--- src/rtl/vga_pixel_fetch.sv ---
// Pixel fetch stage behind the VGA sync controller: framebuffer read stream, RGB expansion,
// sync/blank realignment and front/back buffer flipping. Optional palette: VGA_PALETTE_EN.
module vga_pixel_fetch #(
  parameter int H_ACTIVE = 640,
  parameter int V_ACTIVE = 480,
  parameter int ADDR_W   = 20,
  parameter int PIX_W    = 8,
  parameter int MEM_LAT  = 2
) (
  input  logic              clock,
  input  logic              reset,
  input  logic [9:0]        hCounter,
  input  logic [9:0]        vCounter,
  input  logic              vidOn,
  input  logic              hSyncIn,
  input  logic              vSyncIn,
  input  logic              refreshDraw,
  input  logic              swapReq,
  output logic              swapAck,
  output logic              frontBufSel,
  output logic              memRdEn,
  output logic [ADDR_W-1:0] memAddr,
  input  logic [PIX_W-1:0]  memData,
  output logic [7:0]        red,
  output logic [7:0]        green,
  output logic [7:0]        blue,
  output logic              hSyncOut,
  output logic              vSyncOut,
  output logic              blankN
`ifdef VGA_PALETTE_EN
  ,
  input  logic              palWe,
  input  logic [7:0]        palAddr,
  input  logic [23:0]       palData
`endif
);

  localparam int FRAME = H_ACTIVE * V_ACTIVE;
  localparam int CNT_W = $clog2(FRAME);
`ifdef VGA_PALETTE_EN
  localparam int LAT = MEM_LAT + 3;
`else
  localparam int LAT = MEM_LAT + 2;
`endif

  logic [CNT_W-1:0]  pix_cnt;
  logic [CNT_W-1:0]  cur_cnt;
  logic [CNT_W-1:0]  nxt_cnt;
  logic [ADDR_W-1:0] base;
  logic [LAT-1:0]    von_d;
  logic [LAT-1:0]    hs_d;
  logic [LAT-1:0]    vs_d;
  logic              pending;

  // The origin clears the count combinationally so pixel (0,0) itself reads offset 0.
  always_comb begin
    cur_cnt = (hCounter == 10'd0 && vCounter == 10'd0) ? '0 : pix_cnt;
    nxt_cnt = cur_cnt;
    if (vidOn) begin
      nxt_cnt = (cur_cnt == CNT_W'(FRAME - 1)) ? '0 : cur_cnt + 1'b1;
    end
    base = frontBufSel ? ADDR_W'(FRAME) : '0;
  end

  always_ff @(posedge clock) begin
    if (!reset) begin
      pix_cnt <= '0;
      memRdEn <= 1'b0;
      memAddr <= '0;
    end else begin
      pix_cnt <= nxt_cnt;
      memRdEn <= vidOn;
      memAddr <= base + ADDR_W'(cur_cnt);
    end
  end

  always_ff @(posedge clock) begin
    if (!reset) begin
      von_d <= '0;
      hs_d  <= '1;
      vs_d  <= '1;
    end else begin
      von_d <= {von_d[LAT-2:0], vidOn};
      hs_d  <= {hs_d[LAT-2:0], hSyncIn};
      vs_d  <= {vs_d[LAT-2:0], vSyncIn};
    end
  end

  assign blankN   = von_d[LAT-1];
  assign hSyncOut = hs_d[LAT-1];
  assign vSyncOut = vs_d[LAT-1];

`ifdef VGA_PALETTE_EN
  logic [23:0] pal [256];
  logic [23:0] pal_q;

  // Write and read share an edge, so a same-entry read returns the old colour.
  always_ff @(posedge clock) begin
    if (palWe) begin
      pal[palAddr] <= palData;
    end
  end

  always_ff @(posedge clock) begin
    if (!reset) begin
      pal_q <= '0;
    end else begin
      pal_q <= pal[memData[7:0]];
    end
  end

  always_ff @(posedge clock) begin
    if (!reset) begin
      {red, green, blue} <= '0;
    end else if (von_d[LAT-2]) begin
      {red, green, blue} <= pal_q;
    end else begin
      {red, green, blue} <= '0;
    end
  end
`else
  always_ff @(posedge clock) begin
    if (!reset) begin
      {red, green, blue} <= '0;
    end else if (von_d[LAT-2]) begin
      red   <= {memData[7:5], memData[7:5], memData[7:6]};
      green <= {memData[4:2], memData[4:2], memData[4:3]};
      blue  <= {memData[1:0], memData[1:0], memData[1:0], memData[1:0]};
    end else begin
      {red, green, blue} <= '0;
    end
  end
`endif

  // A request arriving on the refreshDraw cycle flips at that same edge.
  always_ff @(posedge clock) begin
    if (!reset) begin
      frontBufSel <= 1'b0;
      swapAck     <= 1'b0;
      pending     <= 1'b0;
    end else begin
      swapAck <= 1'b0;
      if (refreshDraw && (pending || swapReq)) begin
        frontBufSel <= ~frontBufSel;
        swapAck     <= 1'b1;
        pending     <= 1'b0;
      end else if (swapReq) begin
        pending <= 1'b1;
      end
    end
  end

endmodule

--- config.mk ---
export PLATFORM = sky130hd
export DESIGN_NAME = vga_pixel_fetch
export DESIGN_NICKNAME = d
export VERILOG_FILES = /design/src/rtl/vga_pixel_fetch.sv
export SDC_FILE = /design/constraint.sdc
export NUM_CORES = 1
export LEC_CHECK = 0
export CAP_MARGIN = 25
export CORE_MARGIN = 1.5
export CORE_UTILIZATION = 41
export CTS_BUF_LIST = sky130_fd_sc_hd__clkbuf_16
export CTS_CLUSTER_DIAMETER = 100
export DETAILED_ROUTE_END_ITERATION = 12
export PLACE_DENSITY = 0.76
export SYNTH_ARGS = -nofsm -noshare
export SYNTH_HDL_FRONTEND = slang
export SYNTH_SLANG_ARGS = --single-unit
--- constraint.sdc ---
create_clock -name clock -period 3.5 [get_ports clock]
set_clock_uncertainty 0.2 [all_clocks]
set_input_delay 0.875 -clock clock [delete_from_list [all_inputs] [get_ports clock]]
set_output_delay 0.875 -clock clock [all_outputs]
set_load 0.02 [all_outputs]
==> impl.org, run 1 <==
** Layout
- The final layout contains 379 nets.
- Counting the fill cells in the layout gives 498.
- After routing the design area is 0.00366 mm2.
- In the final layout, the share of cells above drive strength 1 is 0.102.
- The library cell used most frequently in the layout, excluding fill and tap cells, is sky130_fd_sc_hd__clkdlybuf4s50_1.
- Compared with the post-synthesis result, the final layout area differs by 46.6%.
- The repair_antennas step left the layout with diodes totalling 0.
- Commonest cells after routing, fill and taps aside :: sky130_fd_sc_hd__clkdlybuf4s50_1, sky130_fd_sc_hd__dfxtp_1, sky130_fd_sc_hd__and3_1
- Once layout is complete, the utilization of the core stands at 0.619.

** Clock network
- TritonCTS built the clock tree.
- After clock tree synthesis, the clock-pin slew on the worst setup and hold paths is 0.05 ns.
- Clock root buffer :: sky130_fd_sc_hd__clkbuf_16
- # Post-CTS Setup Buffers :: 0
- The clock tree synthesis step divided the H-tree into 3 levels.
- Total clock sinks :: 62
- Latest clock arrival within the worst-skew pair :: 0.32 ns
- Number of buffers between clock root and the deepest sink :: 2
- Post_cts resized :: 0
- Clock tree synthesis inserted a total of 9 buffers.
- Hold buffer count at cts :: 0

** Synth
- Cells after synthesis :: 256
- For this run, the number of Yosys warnings is 0.
- The share of synthesized area in the top cell type comes to 0.496.
- Counting every net in the synthesized netlist gives 297.
- Avg Cell Area, Syn :: 9.77 um2
- Yosys mapped a number of flops with a built-in enable equal to 0.
- By area the synthesized netlist is led by sky130_fd_sc_hd__dfxtp_1, sky130_fd_sc_hd__and3_1, sky130_fd_sc_hd__buf_4.
- Post-Synthesis Cell Area :: 0.00250 mm2
- Most used flip-flop cell after synthesis :: sky130_fd_sc_hd__dfxtp_1
- Of the synthesized area, sequential elements account for 0.496.
- Of all cell types, the one taking the most synthesized area is sky130_fd_sc_hd__dfxtp_1.
- The synthesized design contains 62 register bits.
- Share of synthesized registers carrying an async set or reset :: 0
- Number of distinct library cells after synthesis :: 40

** Die
- The die covers 0.00657 mm2.
- Initial core utilization :: 0.422
- The floorplan has 28 rows.
- Die Span Y :: 81.1 um
- After floorplanning, the core was sized to cover 0.00592 mm2.
- In this run the horizontal extent of the chip is 81.1 um.
- Pin placement for this block handled 85 I/O pins.

** Power and ir drop
- In this run the static leakage power is 1.49 nW.
- Maximum vdd ir drop :: 0.354 mV
- Net switching share of the total power :: 0.212
- Share of total power in combinational logic :: 0.068
- For this design the total switching power over the nets is 361 uW.
- Dividing total power by cell area gives a power density of 463 mW/mm2.
- Internal :: 1.34 mW
- Clock network fraction of design power :: 0.503
- Part of the power in registers :: 0.429

** Place
- Final weighted congestion of routability-driven global placement :: 0.904
- Detailed-placement wirelength estimate :: 3940 um
- Buffers placed on the I/O ports in this run total 84.
- Timing analysis after detailed placement gives a worst setup slack of -0.214 ns.
- Once placement finished, the instance area stood at 0.00337 mm2.

** STA
- Final period util :: 0.960
- Post-layout worst setup margin :: 0.139 ns
- The count of endpoints failing hold in the final timing report was 0.
- Based on the critical path, the design can be clocked at up to 0.298 GHz.
- Shortest clock period the worst path allows after layout :: 3.36 ns
- RSZ-0062 raised after global routing :: false
- Normalized max-slew margin :: 0.594
- Final Setup Violations :: 0
- Worst hold slack :: 0.206 ns
- Count of pins over their slew limit :: 0
- Worst-Margin Slew :: 0.607 ns

** Route
- Dividing the detail-routed wire length by the instance count gives 12.8 um.
- The routed layout has 2056 vias.
- Detailed Route WL :: 5340 um
- In the routed layout, each cell is associated on average with a via count of 4.92.
- Antenna-violating nets left :: 0
- For this run, design rule violations remaining after detail routing come to 0.
- First-iteration detailed-routing DRC count :: 65
- TritonRoute pass-1 iters :: 4

** GRT
- Aggregate global routing overflow :: 0
- Number of global-route vias before repair :: 1993
- First-pass GRT wire length :: 8790 um
- Pin count of the biggest net entering global routing :: 29
- Across every metal layer, demand over resource in global routing totals 0.176.
- The initial antenna violation count is 0.

** Worst setup path
- Type of destination of the critical path :: flip-flop
- The startpoint identified for the worst register-to-register timing path is pix_cnt[12].
- STA puts the critical path data arrival time at 3.37 ns.
- Data on the critical path is required at its endpoint by 3.51 ns.
- Kind of critical path :: in -> reg
- Along the worst path, the maximum fanout reaches 6.
- The most critical setup path has its startpoint at hCounter[3].
- Startpoint types :: input port
- Worst R2R Setup Slack :: 1.35 ns
- Measured in cells, the most critical reg-to-reg path has a length of 9.

** Job
- Across the run, the number of max-cap violations was 0.

** Hold path
- Worst min path class :: reg -> reg
- Hold Path Stages :: 1
- Startpoint of the tightest hold check path :: vs_d[2]

** Status
- The run finished with clean final reports.
## per-layer routing
metal / wire (um) / global-route usage / vias to the layer above
met5: 0 / 0 / -
met4: 76 / 0.0776 / 0
met3: 447 / 0.0663 / 7
met2: 2630 / 0.312 / 72
met1: 2180 / 0.184 / 953
li1: - / - / 1024
## flip-flops by register name, indices dropped and copies added (netlist names)
signal / cells
swapAck: 1
memAddr: 20
red: 3
pending: 1
pix_cnt: 19
blue: 2
von_d: 4
frontBufSel: 1
hs_d: 4
vs_d: 4
green: 3
## area by class of cell
cell class,instances,area [um2],share of cell area
repair buffers,98,958,0.262
well taps,75,93.8,0.0256
inverters,6,22.5,0.00615
clock buffers,9,225,0.0615
flip-flops and latches,62,1240,0.339
clock inverters,7,65.1,0.0178
multi-input cells,161,1060,0.289
## path summary, 6_finish.rpt
path / to
worst max-delay path: memAddr[19]
worst min-delay path: vs_d[3]
worst max register to register: memAddr[18]
worst min register to register: vs_d[3]
## power by group through the flow
| stage | clock, mW | combinational, mW | sequential [mW] |
|---|---|---|---|
| global placement | 0 | 0.113 | 0.743 |
| floorplan | 0 | 0.0384 | 0.752 |
| detailed placement | 0 | 0.116 | 0.744 |
| finish | 0.854 | 0.115 | 0.729 |
| global route | 0.907 | 0.125 | 0.730 |
| CTS | 0.871 | 0.116 | 0.729 |
## critical path: stages
cell,delay (ns)
sky130_fd_sc_hd__clkdlybuf4s50_1,0.39
sky130_fd_sc_hd__or4_1,0.55
sky130_fd_sc_hd__or2_4,0.29
sky130_fd_sc_hd__and2_1,0.19
sky130_fd_sc_hd__ha_1,0.27
sky130_fd_sc_hd__a21o_1,0.18
sky130_fd_sc_hd__and3_1,0.20
sky130_fd_sc_hd__o211a_1,0.21
sky130_fd_sc_hd__a31oi_1,0.16
sky130_fd_sc_hd__nor2b_1,0.07
## cells in the mapped netlist (all sizes together) (3+ instances only)
library cell  instances
xor2                 10
xnor2                10
nor4                  6
nor2b                 4
nand2                 8
o21ai                 7
dfxtp                62
nor2                 23
nand2b                9
nand4                 7
clkbuf                6
nand3                 8
nor3                  3
inv                   6
ha                    5
and2                 15
buf                  21
and3                 25
## per-stage QoR
step	setup TNS [ns]	total power, mW	std cells
CTS	0	1.72	418
detailed placement	-2.13	0.860	402
global route	0	1.76	418
finish	0	1.70	418
floorplan	0	0.790	256
global placement	-1.34	0.856	402
## cells by family after synthesis
kind of cell	count (synthesis)	synth area share
AO/OA/AOI/OAI	21	0.0596
XOR/XNOR	20	0.0701
adder cells (fa/ha/maj)	6	0.0330
buffers and inverters	33	0.0836
flip-flops	62	0.496
multiplexers	1	0.00400
AND/OR/NAND/NOR	113	0.253
(Power assumes the default switching activity.)
==> inputs of run 2 (changes only) <==
--- a/config.mk
+++ b/config.mk
@@ -6,12 +6,14 @@
 export NUM_CORES = 1
 export LEC_CHECK = 0
 export CAP_MARGIN = 25
+export CELL_PAD_IN_SITES_DETAIL_PLACEMENT = 1
+export CELL_PAD_IN_SITES_GLOBAL_PLACEMENT = 1
 export CORE_MARGIN = 1.5
-export CORE_UTILIZATION = 41
+export CORE_UTILIZATION = 30
 export CTS_BUF_LIST = sky130_fd_sc_hd__clkbuf_16
 export CTS_CLUSTER_DIAMETER = 100
 export DETAILED_ROUTE_END_ITERATION = 12
-export PLACE_DENSITY = 0.76
+export PLACE_DENSITY_LB_ADDON = 0.1
 export SYNTH_ARGS = -nofsm -noshare
 export SYNTH_HDL_FRONTEND = slang
 export SYNTH_SLANG_ARGS = --single-unit
==> run 2 against run 1 <==
Against the previous run: critical path depth is the same; hold slack got worse by 0.0016 ns; die area grew 35%; global-route usage decreased by 3.1 points; design area increased by 2.7%; combinational power about the same; sequential share of layout area decreased by 0.90 points; clock power increased by 17%; utilization shrank 16 points; clock-buffer cell count unchanged.
==> impl.org, run 2 (synthesis gave the netlist of run 1 again) <==
** Route
- Via count :: 2038
- Detailed Route WL :: 5830 um
- The pre-antenna-repair detailed-routing pass consisted of 4 iterations.
- In the routed layout, each cell is associated on average with a via count of 4.53.
- After detailed routing, the average wire length per cell comes to 13.0 um.
- Antenna-violating nets left :: 0
- The first routing iteration left 44 violations.
- Number of design rule violations left after detail routing :: 0

** Layout
- Synth-to-layout area growth :: 50.6%
- Most frequent standard cell in the layout excluding fill and tap cells :: sky130_fd_sc_hd__clkdlybuf4s50_1
- Fraction of final layout cells with drive strength greater than 1 :: 0.110
- The final layout contains 381 nets.
- The library cells used most frequently in the layout, excluding fill and tap cells, are sky130_fd_sc_hd__clkdlybuf4s50_1, sky130_fd_sc_hd__dfxtp_1, sky130_fd_sc_hd__and3_1.
- The register with the most flip-flops in the layout has 20 of them.
- Count of fill cells added during filler insertion :: 926
- Register with the most flip-flops :: memAddr
- The largest registers in the layout are memAddr x20, pix_cnt x19.
- # diodes :: 0

** STA
- Normalized max-slew margin :: 0.630
- Final Setup Violations :: 0
- The count of endpoints failing hold in the final timing report came to 0.
- Count of pins over their slew limit :: 0
- Shortest clock period the worst path allows after layout :: 3.35 ns
- Worst-Margin Slew :: 0.550 ns
- Summed over all failing endpoints, the final setup total negative slack is 0 ns.
- Setup repair after global routing left no endpoint under its margin.
- Hold is met by 0.204 ns.
- Max Freq :: 0.298 GHz
- Final period util :: 0.958

** Die
- The die is 94.3 um wide.
- The region available for standard cell placement spans 0.00813 mm2.
- Measured along the y axis, the die boundary spans 94.3 um.
- Row Count :: 33
- Initial core utilization :: 0.307
- 85 I/O pins were placed.
- The floorplan step defined a die boundary enclosing 0.00889 mm2.

** Clock network
- Latest clock arrival within the worst-skew pair :: 0.32 ns
- The clock net in this run drives a total of 62 sinks.
- Num CTS Buffers :: 9
- In this run the deepest clock path goes through 2 buffers.
- Post-CTS clock slew at the launch and capture registers of the worst setup and hold paths :: 0.05 ns
- CTS tree :: yes
- The root buffer cell chosen for the clock tree is sky130_fd_sc_hd__clkbuf_16.
- The H-tree generated during clock tree synthesis spans 3 levels.

** Worst setup path
- Worst R2R Setup Slack :: 1.29 ns
- The worst register-to-register path has a depth of 8.
- Arrival time at the worst endpoint :: 3.36 ns
- Required time at the worst-slack endpoint :: 3.51 ns
- The endpoint identified for the worst register-to-register timing path is memAddr[18].
- The worst setup path is captured at a flip-flop.
- Along the worst path, the maximum fanout reaches 6.
- The worst setup path is launched from an input port.
- Critical register-to-register path startpoint :: frontBufSel
- Kind of critical path :: in -> reg

** Power and ir drop
- In this run the power density over the cells is 490 mW/mm2.
- Across the VDD grid, the largest voltage drop is 0.225 mV.
- For this design the static power due to leakage is 1.53 nW.

** Status
- Outcome :: completed

** Hold path
- Startpoint of the tightest hold check path :: vs_d[2]
- Along the worst hold path, the cell count comes to 1.
- The min-delay analysis places its worst path in the category reg -> reg.
- The worst hold path terminates at vs_d[3].

** Place
- The count of buffers added on input and output ports is 84.
- Final weighted congestion of routability-driven global placement :: 0.761
- Detailed placement ended at an HPWL of 4370 um.

** GRT
- Aggregate global routing overflow :: 0
- In the global route stage, met3 resource usage came out at 0.0494.
- The number of global-route vias before repair is 2116.
- In the global route stage, overall resource usage came out at 0.145.
- Antenna violations before repair :: 0
- Pin count of the biggest net entering global routing :: 30
- The first global-routing pass estimated 9790 um of wire.
- GR met1 Demand/Resource :: 0.171
- Met2 Usage GRT :: 0.236
- Most used routing layer :: met2

** Job
- Count of maximum capacitance violations :: 0
run 2: changes by cell type in the layout (fill, tap and decap cells not counted):
cell | before | now
sky130_fd_sc_hd__buf_6 | 0 | 2
sky130_fd_sc_hd__bufinv_16 | 1 | 3
sky130_fd_sc_hd__clkinvlp_4 | 1 | 0
sky130_fd_sc_hd__buf_12 | 1 | 0
sky130_fd_sc_hd__nand3_1 | 7 | 6
sky130_fd_sc_hd__o21ai_0 | 6 | 7
sky130_fd_sc_hd__o21ai_1 | 1 | 0
sky130_fd_sc_hd__nand3_2 | 1 | 2
sky130_fd_sc_hd__buf_4 | 13 | 14
sky130_fd_sc_hd__clkinv_2 | 3 | 2
run 2: metrics by stage:
step,instance area (um2),worst slack [ns],power [mW],util,std cells
after floorplan,2500,0.00680,0.790,-,256
after CTS,3740,0.111,1.87,0.460,450
after global routing,3760,0.00818,1.92,0.463,450
final,3760,0.148,1.84,0.463,450
after global placement,3410,-0.180,0.858,0.419,434
after detailed placement,3410,-0.238,0.859,0.419,434
run 2: layout make-up:
| type | instances | area [um2] | area share |
|---|---|---|---|
| Clock inverter | 7 | 113 | 0.0299 |
| Multi-Input combinational cell | 161 | 1060 | 0.282 |
| Inverter | 6 | 22.5 | 0.00598 |
| Clock buffer | 9 | 225 | 0.0598 |
| Timing Repair Buffer | 100 | 968 | 0.257 |
| Tap cell | 105 | 131 | 0.0349 |
| Sequential cell | 62 | 1240 | 0.330 |
run 2: report_power, final:
group | total (mW) | switching (mW) | internal [mW]
sequential | 0.730 | 0.00920 | 0.721
combinational | 0.115 | 0.0439 | 0.0708
clock | 0.999 | 0.307 | 0.692
run 2: how the worst max path moves through the flow:
stage,slack (ns),startpoint,depth (start not counted),endpoint
after floorplan,0.007,hCounter[3],12,memAddr[19]
final,0.15,hCounter[3],10,memAddr[19]
after detailed placement,-0.24,hCounter[3],10,memAddr[19]
after global placement,-0.18,hCounter[3],10,memAddr[19]
after CTS,0.11,hCounter[3],12,pix_cnt[16]
after global routing,0.008,hCounter[2],12,pix_cnt[16]
run 2: critical path, stage by stage:
cell	delay (ns)
sky130_fd_sc_hd__clkdlybuf4s50_1	0.38
sky130_fd_sc_hd__or4_1	0.53
sky130_fd_sc_hd__or2_4	0.30
sky130_fd_sc_hd__and2_1	0.19
sky130_fd_sc_hd__ha_1	0.27
sky130_fd_sc_hd__a21o_1	0.19
sky130_fd_sc_hd__and3_1	0.18
sky130_fd_sc_hd__o211a_1	0.20
sky130_fd_sc_hd__a31oi_1	0.18
sky130_fd_sc_hd__nor2b_1	0.06
run 2: layer usage:
layer | share of wire | up-vias
li1 | - | 1020
met1 | 0.46 | 964
met2 | 0.47 | 46
met3 | 0.055 | 8
met4 | 0.019 | 0
met5 | 0 | -
run 2: timing repair:
action / 4_1_cts / 5_1_grt
hold buffers: 0 / 0
resized for setup: 0 / 5
setup buffers: 0 / 0
endpoints found under the setup margin: 0 / 15
==> RTL edit 1 (settings of run 2) <==
Set the parameter `MEM_LAT` to 1 (it was 2).
--- a/src/rtl/vga_pixel_fetch.sv
+++ b/src/rtl/vga_pixel_fetch.sv
@@ -5,7 +5,7 @@
   parameter int V_ACTIVE = 480,
   parameter int ADDR_W   = 20,
   parameter int PIX_W    = 8,
-  parameter int MEM_LAT  = 2
+  parameter int MEM_LAT  = 1
 ) (
   input  logic              clock,
   input  logic              reset,
Behaviour: not the same (Yosys sat finds a counterexample within 4 cycles, from zero or initial values and one cycle with reset low).
==> RTL edit 1 against run 2 <==
Sequential cell count down 3; maximum frequency down 0.10%; die area shrank 3.3%; hold slack better by 3.7 ps; final area is 3.0% lower; wire length up 2.1%; clock power decreased by 4.7%; critical path type unchanged; area after synthesis shrank 3.5%; power fell by 4.0%; synthesized cell count down 1.2%; setup slack lost 3.5 ps; via count grew 2.0%.
==> RTL edit 1: results (changes against run 2) <==
Status:
- Outcome: completed (unchanged).

Layout:
- The final net count is 377 (was 381).

Placed design:
- The cell area reported after detailed placement was 3320 um^2 (was 3410 um^2).
- The placer's final routability congestion estimate is 0.801 (was 0.761).
- The setup slack after placement was -267 ps (was -238 ps).

Worst setup path:
- The depth of the worst register-to-register path is 9 (was 8).
- The origin of the critical flop-to-flop path is pix_cnt[12]$_SDFF_PN0_ (was frontBufSel$_SDFFE_PN0P_).
- The maximum fanout along the worst path was 7 (was 6).
- The worst reg-to-reg setup slack came to 1310 ps (was 1290 ps).

Detailed routing:
- The detailed router's first-iteration violation count came to 41 (was 44).
- The routed length on met1 is 2670 um (was 2680 um).
- The routed length per placed instance is 13.4 um (was 13.0 um).
- The met3 routed wirelength was 347 um (was 320 um).

Pwr:
- The leakage power was 1.47 nW (was 1.53 nW).
- The largest voltage drop on the vdd net is 235 uV (was 225 uV).

Synthesis:
- The number of different library cells in the post-synthesis netlist was 44 (was 40).
- The sequential cell area fraction in the yosys report is 48.9% (was 49.6%).
- Top post-synthesis cells by area: dfxtp_1 49%, and3_1 6.0%, buf_4 5.0%, nor2_1 4.8%, xor2_1 4.4% (was dfxtp_1 50%, and3_1 6.3%, buf_4 5.1%, xnor2_1 3.5%, xor2_1 3.5%).
- The post-synthesis net count is 294 (was 297).
- The synthesized area per cell is 9.54 um^2 (was 9.77 um^2).

STA:
- The transition time at the pin with the least slew margin is 589 ps (was 550 ps).
- The worst hold-check slack is 208 ps (was 204 ps).

GRT:
- The global-route wire length before repair is 9910 um (was 9790 um).
- The overall fraction of global-route tracks in use is 14.9% (was 14.5%).
- The maximum number of pins on one net before global-route repair came to 27 (was 30).

Hold path:
- The start point of the worst min-delay path is vs_d[1]$_SDFF_PN1_ (was vs_d[2]$_SDFF_PN1_).
- The worst min-delay path endpoint is vs_d[2]$_SDFF_PN1_ (was vs_d[3]$_SDFF_PN1_).
[RTL edit 1: cell types whose count changed after synthesis, moves of 3 or more]
cell,run 2,this run
nor2_1,23,31
nand4_1,7,11
and2_1,13,10
dfxtp_1,62,59
nor2b_1,4,1
xnor2_1,10,7
[RTL edit 1: logic make-up after synthesis]
group	Yosys count	share of synthesized area (%)
simple gates	116	26.5
flops	59	48.9
buf+inv	32	7.83
compound gates	19	5.34
xor+xnor	19	6.89
fa+ha+maj	6	3.42
mux	2	1.04
[RTL edit 1: cell type report]
class	count	area [um^2]
Timing Repair Buffer	98	946
Clock buffer	9	225
Multi-Input combinational cell	162	1050
Sequential cell	59	1180
Fill cell	883	4110
Clock inverter	7	98.8
Tap cell	102	128
Inverter	6	22.5
[RTL edit 1: critical path, cell delays in order]
cell             delay [ps]
clkdlybuf4s50_1         400
or4_4                   530
or2_4                   300
and2_1                  180
ha_1                    270
a21o_1                  190
and3_1                  190
o21ai_0                 210
xor2_1                  170
nor2_1                   50
[RTL edit 1: worst max-delay path by stage]
stage                                  end  slack, ps         from
floorplan           memAddr[18]$_SDFF_PN0_        150  hCounter[3]
global placement    memAddr[19]$_SDFF_PN0_       -180  hCounter[3]
detailed placement  memAddr[17]$_SDFF_PN0_       -270  hCounter[3]
CTS                 memAddr[17]$_SDFF_PN0_         70  hCounter[3]
global route        memAddr[17]$_SDFF_PN0_          5  hCounter[8]
finish              memAddr[17]$_SDFF_PN0_        140  hCounter[3]
[RTL edit 1: where the power goes]
group / internal (W) / switching, W
Clock: 0.000627 / 0.000324
Sequential: 0.000686 / 0.00000887
Combinational: 0.0000726 / 0.0000497
Total: 0.00139 / 0.000383
==> RTL edit 2 (settings of run 2) <==
Without the edit above. Take the reset off `memAddr` and load it in a clocked block of its own.
--- a/src/rtl/vga_pixel_fetch.sv
+++ b/src/rtl/vga_pixel_fetch.sv
@@ -66,12 +66,14 @@
     if (!reset) begin
       pix_cnt <= '0;
       memRdEn <= 1'b0;
-      memAddr <= '0;
     end else begin
       pix_cnt <= nxt_cnt;
       memRdEn <= vidOn;
-      memAddr <= base + ADDR_W'(cur_cnt);
     end
+  end
+
+  always_ff @(posedge clock) begin
+    memAddr <= base + ADDR_W'(cur_cnt);
   end
 
   always_ff @(posedge clock) begin
Behaviour: differs if reset is asserted again (counterexample within 4 cycles, from zero or initial values and one cycle with reset low); with reset held inactive, the same outputs for 10 cycles.
==> RTL edit 2 against run 2 <==
Global-route usage increased by 0.11 points; count of clock-buffer cells in the layout unchanged; area after synthesis increased by 2.5%; sequential cell count unchanged; register-to-register slack got worse by 140 ps; wire length increased by 5.8%; setup slack improved by 130 ps; hold slack got worse by 4.7 ps; final area decreased by 0.33%; non-clock buffer count decreased by 5; power decreased by 3.3%.
==> RTL edit 2: results (changes against run 2) <==
Status:
- Outcome: completed (unchanged).

GRT:
- The global-route wire length before repair came to 10100 um (was 9790 um).
- The overall fraction of global-route tracks in use is 14.6% (was 14.5%).
- The maximum number of pins on one net before global-route repair came to 20 (was 30).
- The via count of the first global-routing pass is 2046 (was 2116).

Clocking:
- The root buffer cell is clkbuf_16 (unchanged).

Detailed routing:
- The detailed router's first-iteration violation count is 51 (was 44).
- The total number of vias is 2091 (was 2038).

Synthesis:
- The sequential cell area fraction in the yosys report came to 48.5% (was 49.6%).
- Commonest cells in the synthesized netlist: 62 x dfxtp_1, 18 x and2_1, 18 x buf_4 (was 62 x dfxtp_1, 25 x and3_1, 23 x nor2_1).
- The number of different library cells in the post-synthesis netlist was 49 (was 40).
- Top post-synthesis cells by area: dfxtp_1 48%, buf_4 5.3%, and2_1 4.4%, xnor2_1 2.7%, and3_1 2.4% (was dfxtp_1 50%, and3_1 6.3%, buf_4 5.1%, xnor2_1 3.5%, xor2_1 3.5%).

Worst setup path:
- The worst reg-to-reg setup slack is 1150 ps (was 1290 ps).
- The highest-delay cell along the critical path is clkdlybuf4s50_1 (was or4_1).
- The maximum fanout along the worst path is 13 (was 6).
- The data arrival time at the worst-slack endpoint is 3260 ps (was 3360 ps).

Placed design:
- The placer's final routability congestion estimate was 0.707 (was 0.761).
- The detailed placement HPWL is 4570 um (was 4370 um).

Layout:
- The final net count is 378 (was 381).
- The number of diodes is 0 (unchanged).

Hold path:
- The start point of the worst min-delay path is hs_d[1]$_SDFF_PN1_ (was vs_d[2]$_SDFF_PN1_).
- The worst min-delay path endpoint is hs_d[2]$_SDFF_PN1_ (was vs_d[3]$_SDFF_PN1_).

STA:
- The worst slew margin relative to its limit is 38.6% (was 63.0%).
- The worst hold-check slack came to 200 ps (was 204 ps).

Pwr:
- The leakage power is 1.46 nW (was 1.53 nW).
==> RTL edit 2: cells by family (layout without fill, tap and decap cells) <==
kind of cell | Yosys count | after routing | synth area share, %
buffers and inverters | 35 | 121 | 8.45
adder cells (fa/ha/maj) | 6 | 6 | 3.22
multiplexers | 1 | 1 | 0.391
flip-flops | 62 | 62 | 48.5
AND/OR/NAND/NOR | 105 | 105 | 25.1
AO/OA/AOI/OAI | 33 | 33 | 9.62
XOR/XNOR | 14 | 14 | 4.79
==> RTL edit 2: worst max-delay path by stage <==
stage,startpoint,slack [ps],to,cells past startpoint
6_report,hCounter[8],280,pix_cnt[13]$_SDFF_PN0_,10
3_5_place_dp,hCounter[0],-120,pix_cnt[4]$_SDFF_PN0_,10
4_1_cts,hCounter[8],200,pix_cnt[4]$_SDFF_PN0_,10
5_1_grt,vCounter[9],10,pix_cnt[7]$_SDFF_PN0_,10
3_3_place_gp,hCounter[8],-50,pix_cnt[8]$_SDFF_PN0_,10
2_1_floorplan,vCounter[6],190,pix_cnt[17]$_SDFF_PN0_,11
==> RTL edit 2: where the power goes <==
| part | switching (W) | internal (W) | leakage [nW] |
|---|---|---|---|
| registers | 0.00000943 | 0.000723 | 0.504 |
| logic | 0.0000475 | 0.0000705 | 0.797 |
| clock network | 0.000313 | 0.000618 | 0.157 |
| total | 0.000370 | 0.00141 | 1.46 |
==> RTL edit 2: metal layers <==
layer	track usage, %	vias to the layer above	share of wire [%]	wire, um
met5	0	-	0	0
met4	6.25	0	1.6	97
met3	4.07	9	4.6	284
met2	23.8	48	48	2950
met1	18.1	992	46	2840
li1	-	1042	-	-
==> RTL edit 2: area by class of cell <==
cell class | instances | area, um^2
Multi-Input combinational cell | 159 | 1100
Sequential cell | 62 | 1240
Fill cell | 928 | 4510
Clock inverter | 7 | 90.1
Inverter | 10 | 37.5
Timing Repair Buffer | 95 | 923
Clock buffer | 9 | 225
Tap cell | 105 | 131
==> RTL edit 2: per-stage QoR <==
| step | setup TNS (ps) | cells | setup slack [ps] | instance area, um^2 |
|---|---|---|---|---|
| after global routing | 0 | 447 | 10.9 | 3750 |
| final | 0 | 447 | 283 | 3750 |
| after global placement | -258 | 431 | -50.0 | 3440 |
| after floorplan | 0 | 256 | 195 | 2560 |
| after detailed placement | -1400 | 431 | -118 | 3440 |
| after CTS | 0 | 447 | 201 | 3750 |
